File: src/rtl/alarm_siren_ctrl_pkg.sv
// Shared types and default timing constants for the alarm siren controller.
// State encodings are fixed so the keypad firmware can decode the debug state.
package alarm_siren_ctrl_pkg;

  typedef enum logic [2:0] {
    ST_DISARMED  = 3'd0,
    ST_EXIT_DLY  = 3'd1,
    ST_ARMED     = 3'd2,
    ST_ENTRY_DLY = 3'd3,
    ST_SOUNDING  = 3'd4
  } state_e;

  localparam int DEF_EXIT_TICKS  = 8;
  localparam int DEF_ENTRY_TICKS = 4;
  localparam int DEF_SIREN_TICKS = 16;
  localparam int DEF_CNT_W       = 5;

  // States in which the zone inputs are honoured and accumulated.
  function automatic logic is_watching(state_e s);
    return (s == ST_ARMED) || (s == ST_ENTRY_DLY) || (s == ST_SOUNDING);
  endfunction

endpackage

File: src/rtl/alarm_siren_ctrl_if.sv
// Signal bundle between the sensor/keypad side and the siren controller.
// No valid/ready pair: all inputs are levels sampled every Clock, except Tick,
// a one-Clock strobe; outputs are registered and valid every cycle.
interface alarm_siren_ctrl_if;
  import alarm_siren_ctrl_pkg::*;

  logic       Enable;
  logic       Alarm_State;
  logic [3:0] Sensor;
  logic       Tick;
  logic       Siren;
  logic       Armed_Led;
  logic       Entry_Pending;
  logic       Exit_Pending;
  logic [3:0] Zone_Latch;
  state_e     State;

  modport master (
    output Enable, Alarm_State, Sensor, Tick,
    input  Siren, Armed_Led, Entry_Pending, Exit_Pending, Zone_Latch, State
  );

  modport slave (
    input  Enable, Alarm_State, Sensor, Tick,
    output Siren, Armed_Led, Entry_Pending, Exit_Pending, Zone_Latch, State
  );
endinterface

File: src/rtl/alarm_siren_ctrl_tick_timer.sv
// Loadable down-counter stepped by Tick; Expired flags a Tick seen at zero,
// so a load of N-1 expires on exactly the Nth Tick.
module alarm_siren_ctrl_tick_timer #(
  parameter int CNT_W = 5
) (
  input  logic             Clock,
  input  logic             Reset,
  input  logic             Load,
  input  logic [CNT_W-1:0] Load_Val,
  input  logic             Tick,
  output logic             Expired
);

  logic [CNT_W-1:0] count_q, count_d;

  always_comb begin
    count_d = count_q;
    if (Load) begin
      count_d = Load_Val;
    end else if (Tick && (count_q != '0)) begin
      count_d = count_q - CNT_W'(1);
    end
  end

  always_ff @(posedge Clock) begin
    if (Reset) begin
      count_q <= '0;
    end else begin
      count_q <= count_d;
    end
  end

  assign Expired = Tick && (count_q == '0);

endmodule

File: src/rtl/alarm_siren_ctrl.sv
// Alarm sequencer: exit delay, front-door entry delay, timed siren with
// auto-rearm, and a first-cause zone latch for the keypad display.
module alarm_siren_ctrl
  import alarm_siren_ctrl_pkg::*;
#(
  parameter int EXIT_TICKS  = DEF_EXIT_TICKS,
  parameter int ENTRY_TICKS = DEF_ENTRY_TICKS,
  parameter int SIREN_TICKS = DEF_SIREN_TICKS,
  parameter int CNT_W       = DEF_CNT_W
) (
  input  logic               Clock,
  input  logic               Reset,
  alarm_siren_ctrl_if.slave  bus
);

  localparam logic [CNT_W-1:0] EXIT_LOAD  = CNT_W'(EXIT_TICKS - 1);
  localparam logic [CNT_W-1:0] ENTRY_LOAD = CNT_W'(ENTRY_TICKS - 1);
  localparam logic [CNT_W-1:0] SIREN_LOAD = CNT_W'(SIREN_TICKS - 1);

  state_e           state_q, state_d;
  logic [3:0]       zone_q, zone_d;
  logic             siren_q, armed_q, entry_q, exit_q;
  logic             load;
  logic [CNT_W-1:0] load_val;
  logic             timed_state;
  logic             expired;

  // Only the delay/sounding states consume Tick; elsewhere the counter idles.
  assign timed_state = (state_q == ST_EXIT_DLY) || (state_q == ST_ENTRY_DLY) ||
                       (state_q == ST_SOUNDING);

  alarm_siren_ctrl_tick_timer #(.CNT_W(CNT_W)) u_timer (
    .Clock    (Clock),
    .Reset    (Reset),
    .Load     (load),
    .Load_Val (load_val),
    .Tick     (bus.Tick && timed_state),
    .Expired  (expired)
  );

  always_comb begin
    state_d  = state_q;
    zone_d   = zone_q;
    load     = 1'b0;
    load_val = '0;
    if (is_watching(state_q)) begin
      zone_d = zone_q | bus.Sensor;
    end
    case (state_q)
      ST_DISARMED: begin
        state_d  = ST_EXIT_DLY;
        load     = 1'b1;
        load_val = EXIT_LOAD;
        zone_d   = '0;
      end
      ST_EXIT_DLY: begin
        if (expired) state_d = ST_ARMED;
      end
      ST_ARMED: begin
        // Any non-door zone wins over the door, even when both open together.
        if (bus.Alarm_State && (|bus.Sensor[3:1])) begin
          state_d  = ST_SOUNDING;
          load     = 1'b1;
          load_val = SIREN_LOAD;
        end else if (bus.Alarm_State && (bus.Sensor == 4'b0001)) begin
          state_d  = ST_ENTRY_DLY;
          load     = 1'b1;
          load_val = ENTRY_LOAD;
        end
      end
      ST_ENTRY_DLY: begin
        if (expired || (|bus.Sensor[3:1])) begin
          state_d  = ST_SOUNDING;
          load     = 1'b1;
          load_val = SIREN_LOAD;
        end
      end
      ST_SOUNDING: begin
        if (expired) state_d = ST_ARMED;
      end
      default: state_d = ST_DISARMED;
    endcase
    if (!bus.Enable) begin
      state_d = ST_DISARMED;
      load    = 1'b0;
      if (state_q == ST_DISARMED) zone_d = zone_q;
    end
  end

  // Outputs are registered decodes of the next state so they align with state_q.
  always_ff @(posedge Clock) begin
    if (Reset) begin
      state_q <= ST_DISARMED;
      zone_q  <= '0;
      siren_q <= 1'b0;
      armed_q <= 1'b0;
      entry_q <= 1'b0;
      exit_q  <= 1'b0;
    end else begin
      state_q <= state_d;
      zone_q  <= zone_d;
      siren_q <= (state_d == ST_SOUNDING);
      armed_q <= is_watching(state_d);
      entry_q <= (state_d == ST_ENTRY_DLY);
      exit_q  <= (state_d == ST_EXIT_DLY);
    end
  end

  assign bus.Siren         = siren_q;
  assign bus.Armed_Led     = armed_q;
  assign bus.Entry_Pending = entry_q;
  assign bus.Exit_Pending  = exit_q;
  assign bus.Zone_Latch    = zone_q;
  assign bus.State         = state_q;

endmodule

File: src/flat_wrapper.sv
// flat-port wrapper written by rule: the top's interface ports become plain ports
module alarm_siren_ctrl_flat import alarm_siren_ctrl_pkg::*;
#(
  parameter int EXIT_TICKS  = DEF_EXIT_TICKS,
  parameter int ENTRY_TICKS = DEF_ENTRY_TICKS,
  parameter int SIREN_TICKS = DEF_SIREN_TICKS,
  parameter int CNT_W       = DEF_CNT_W
)
  (Clock, Reset, bus_Enable, bus_Alarm_State, bus_Sensor, bus_Tick, bus_Siren, bus_Armed_Led, bus_Entry_Pending, bus_Exit_Pending, bus_Zone_Latch, bus_State);
  alarm_siren_ctrl_if bus_i ();
  input  logic Clock;
  input  logic Reset;
  input wire logic [$bits(bus_i.Enable)-1:0] bus_Enable;
  input wire logic [$bits(bus_i.Alarm_State)-1:0] bus_Alarm_State;
  input wire logic [$bits(bus_i.Sensor)-1:0] bus_Sensor;
  input wire logic [$bits(bus_i.Tick)-1:0] bus_Tick;
  output wire logic [$bits(bus_i.Siren)-1:0] bus_Siren;
  output wire logic [$bits(bus_i.Armed_Led)-1:0] bus_Armed_Led;
  output wire logic [$bits(bus_i.Entry_Pending)-1:0] bus_Entry_Pending;
  output wire logic [$bits(bus_i.Exit_Pending)-1:0] bus_Exit_Pending;
  output wire logic [$bits(bus_i.Zone_Latch)-1:0] bus_Zone_Latch;
  output wire logic [$bits(bus_i.State)-1:0] bus_State;
  assign bus_i.Enable = bus_Enable;
  assign bus_i.Alarm_State = bus_Alarm_State;
  assign bus_i.Sensor = bus_Sensor;
  assign bus_i.Tick = bus_Tick;
  assign bus_Siren = bus_i.Siren;
  assign bus_Armed_Led = bus_i.Armed_Led;
  assign bus_Entry_Pending = bus_i.Entry_Pending;
  assign bus_Exit_Pending = bus_i.Exit_Pending;
  assign bus_Zone_Latch = bus_i.Zone_Latch;
  assign bus_State = bus_i.State;
  alarm_siren_ctrl #(.EXIT_TICKS(EXIT_TICKS), .ENTRY_TICKS(ENTRY_TICKS), .SIREN_TICKS(SIREN_TICKS), .CNT_W(CNT_W)) u_core (.Clock(Clock), .Reset(Reset), .bus(bus_i));
endmodule
File: config.mk
export PLATFORM = sky130hd
export DESIGN_NAME = alarm_siren_ctrl_flat
export DESIGN_NICKNAME = d
export VERILOG_FILES = /design/src/rtl/alarm_siren_ctrl_pkg.sv /design/src/rtl/alarm_siren_ctrl_if.sv /design/src/rtl/alarm_siren_ctrl_tick_timer.sv /design/src/rtl/alarm_siren_ctrl.sv /design/src/flat_wrapper.sv
export SDC_FILE = /design/constraint.sdc
export NUM_CORES = 1
export LEC_CHECK = 0
export ABC_AREA = 1
export BUFFER_PORTS_ARGS = -buffer_cell sky130_fd_sc_hd__buf_4
export CORE_ASPECT_RATIO = 0.6
export CORE_MARGIN = 3
export CORE_UTILIZATION = 30
export CTS_CLUSTER_SIZE = 25
export DETAILED_ROUTE_END_ITERATION = 10
export GPL_TIMING_DRIVEN = 0
export PLACE_DENSITY = 0.61
export SLEW_MARGIN = 20
export SYNTH_ARGS = -nofsm -noshare
export SYNTH_HDL_FRONTEND = slang
export SYNTH_HIERARCHICAL = 1
export SYNTH_SLANG_ARGS = --single-unit
File: constraint.sdc
create_clock -name Clock -period 2.4 [get_ports Clock]
set_input_delay 0.36 -clock Clock [delete_from_list [all_inputs] [get_ports Clock]]
set_output_delay 0.36 -clock Clock [all_outputs]
set_load 0.02 [all_outputs]
==> results by group <==
Status
  • Status: finished, final reports clean

Route
  • WL/cell: 10.6 um
  • Total routed wirelength: 2.22 mm
  • Initial DRT Pass Iterations: 4
  • Post-route ant nets: 0
  • Via count: 925
  • Drt via density: 4.43
  • Detailed Route Iter0 Violations: 47
  • Post-route DRC: 0

Critical path
  • Critical path peak fanout: 10
  • Critical path's most frequent cell: nor2_1
  • Slowest stage delay, CP: 0.38 ns
  • CP Launch Type: flop
  • Critical path class: flop to flop
  • CP endpoint kind: flop
  • CP Cell Sequence: nor2_4 > nor2_2 > nor3b_2 > nand3_1 > nor2_1 > inv_1 > nand3_1 > nand2_2 > nand4_2 > nand2_1 > inv_1 > inv_2 > buf_4 > nor2_1 > nor2_1 > nand2_1 > nor2_2
  • WP data arrival: 2.39 ns
  • CP max-delay cell: dfxtp_1
  • Critical Path RT: 2.55 ns

Clocking
  • Cts hold-fix bufs: 0
  • Root buffer cell: clkbuf_8
  • CTS sink cnt: 16
  • Clock tree from TritonCTS: built
  • CTS max path bufs: 2
  • H-tree levels: 1
  • Worst-skew pair later-pin latency: 0.25 ns
  • Reg clk slew, reported paths: 0.07 ns
  • CTS buffer count: 3

Logic synthesis
  • Fraction of registers with async set/reset: 0
  • Synth Area in XOR/XNOR: 0
  • Yosys top cell by area: dfxtp_1
  • Seq cells post-synth: 16
  • Syn. warnings: 6
  • Syn Nets: 151
  • Post-synthesis cell type count: 21
  • Post-Syn Instances: 141
  • Area contributors post-synth: dfxtp_1 (34%), nand2_1 (12%), inv_1 (10%)
  • Mean Syn Cell Area: 6.66 um2
  • Post-synthesis mux area share: 0
  • Register area share after synthesis: 0.341
  • Post-Synth Simple-Gate Area: 0.426
  • Largest family of logic cells by synthesized area: simple AND/OR/NAND/NOR gates
  • Synthesized cell area: 940 um2
  • Adder-Cell Fraction of Synth Area: 0.0133
  • Prevailing post-synth register cell: dfxtp_1
  • Compound-Gate Fraction of Synth Area: 0.0879
  • Synth top area share: 0.341
  • Post-synth EDFFs: 0

Placed design
  • Detailed Place HPWL: 1.70 mm
  • Routability Congestion: 0.819
  • Placed Cells: 202
  • IO Port Bufs: 19
  • Post-DP Area: 0.00113 mm2

Timing
  • Slew headroom: 0.618
  • Worst Tran Pin Value: 0.567 ns
  • Total negative slack: 0 ns
  • Final Hold Fails: 0
  • Fmax: 446 MHz
  • Worst hold slack: 0.371 ns
  • # setup viols final: 0
  • Worst Clk Skew: 0.00480 ns
  • Final Max Slew Viols: 0
  • Period utilization: 0.933
  • Tmin final: 2.24 ns

Floorplanning
  • Io pins: 20
  • Placeable Area: 0.00293 mm2
  • Initial core utilization: 0.321
  • Die width: 78.3 um
  • Die area: 0.00386 mm2
  • Cell Rows: 15
  • Die Height: 49.4 um

Cells and area
  • Register Area: 323 um2
  • Final Cell Area: 0.00122 mm2
  • Layout Cells excl Fill: 209
  • ANT cells: 0
  • Fill cell count: 314
  • Area Growth Syn to Fin: 30.1%
  • Post-layout util: 0.418
  • Post-layout nets: 178
  • Share of layout cells above drive strength 1: 0.341
  • Multi-input logic area: 507 um2

Global routing
  • Number of global-route vias before repair: 888
  • First-pass GRT wire length: 3.68 mm
  • Largest net degree at the start of global routing: 11
  • Initial antenna violation count: 0
  • GR Util All Layers: 0.122
  • Global route total overflow: 0

Pwr
  • Pwr/cell area: 536 mW/mm2
  • Maximum VDD drop: 0.167 mV
  • Leakage power: 0.644 nW

Job
  • Max cap viols: 0

Hold path
  • Min-delay worst type: primary input to flop
==> layout by cell type (no fill, tap or decap), drive strengths merged <==
| cell | netlist | routed |
|---|---|---|
| nand2 | 33 | 33 |
| buf | 1 | 23 |
| a21oi | 7 | 7 |
| nand3 | 18 | 18 |
| dfxtp | 16 | 16 |
| ha | 1 | 1 |
| nor3 | 1 | 1 |
| conb | 1 | 1 |
| nor2 | 23 | 23 |
| nand4 | 1 | 1 |
| nor3b | 1 | 1 |
| inv | 30 | 30 |
| clkbuf | 0 | 4 |
| o21ai | 7 | 7 |
| o22ai | 1 | 1 |
==> timing repair <==
action / CTS / global route
gates resized for setup: 2 / 4
setup buffers: 1 / 2
pin swaps: 1 / 1
endpoints found under the setup margin: 5 / 5
==> layout make-up <==
cell class / count / share of cell area
Tap cell: 42 / 0.0430
Multi-Input combinational cell: 94 / 0.415
Inverter: 30 / 0.0921
Buffer: 1 / 0.00614
Clock buffer: 4 / 0.0450
Timing Repair Buffer: 22 / 0.135
Sequential cell: 16 / 0.264
==> cell usage after synthesis, types with 2 or more instances <==
cell type,count
nand3_1,11
nor2_2,5
a21oi_1,7
dfxtp_1,16
inv_2,5
nand3_2,7
nand2_1,29
nor2_1,17
inv_1,25
o21ai_0,5
nand2_2,3
o21ai_1,2
==> kinds of logic (layout without fill, tap and decap cells) <==
kind of cell / count (synthesis) / count (layout)
other: 1 / 1
flip-flops: 16 / 16
buffers and inverters: 31 / 57
adder cells (fa/ha/maj): 1 / 1
AO/OA/AOI/OAI: 15 / 15
AND/OR/NAND/NOR: 77 / 77
==> per-stage QoR <==
| stage | setup WS (ns) | power (mW) |
|---|---|---|
| 3_3_place_gp | -0.146 | 0.412 |
| 6_report | 0.160 | 0.655 |
| 5_1_grt | -0.00654 | 0.693 |
| 2_1_floorplan | 0.0970 | 0.378 |
| 3_5_place_dp | -0.218 | 0.416 |
| 4_1_cts | 0.0665 | 0.657 |
==> where the power goes <==
| part | internal (mW) | switching [mW] | leakage, nW | total (mW) |
|---|---|---|---|---|
| clock network | 0.146 | 0.0932 | 0.0288 | 0.239 |
| logic | 0.0523 | 0.0739 | 0.483 | 0.126 |
| registers | 0.279 | 0.0108 | 0.132 | 0.290 |
| total | 0.477 | 0.178 | 0.644 | 0.655 |
==> per-layer routing <==
layer / share of wire / GRT usage / wire (um) / up-vias
met5: 0 / 0 / 0 / -
met4: 0.010 / 0.0552 / 23 / 0
met3: 0.060 / 0.0535 / 134 / 2
met2: 0.42 / 0.186 / 942 / 21
met1: 0.50 / 0.148 / 1120 / 420
li1: - / - / - / 482
==> worst max-delay path, delay by kind of cell (launching register included) <==
family	cells	cell delay [ns]
simple gates	13	1.37
flops	1	0.38
buf+inv	4	0.39
==> path summary, 6_finish.rpt <==
path | from | end | slack (ns) | depth (start not counted)
max | u_core/bus.State[0]$_SDFF_PP0_ | u_core/u_timer/count_q[3]$_SDFFE_PP0P_ | 0.16 | 17
min | bus_Sensor[3] | u_core/bus.Zone_Latch[3]$_SDFFE_PP0P_ | 0.37 | 3
max reg2reg | u_core/bus.State[0]$_SDFF_PP0_ | u_core/u_timer/count_q[3]$_SDFFE_PP0P_ | 0.16 | 17
min reg2reg | u_core/bus.Zone_Latch[3]$_SDFFE_PP0P_ | u_core/bus.Zone_Latch[3]$_SDFFE_PP0P_ | 0.45 | 2
==> flip-flops by register name, indices dropped and copies added (netlist names) <==
signal	cells
u_core/bus.Armed_Led	1
u_core/bus.Zone_Latch	4
u_core/bus.Exit_Pending	1
u_core/bus.State	3
u_core/bus.Entry_Pending	1
u_core/u_timer/count_q	5
u_core/bus.Siren	1
Note: power is estimated with default switching activity, not from simulation.
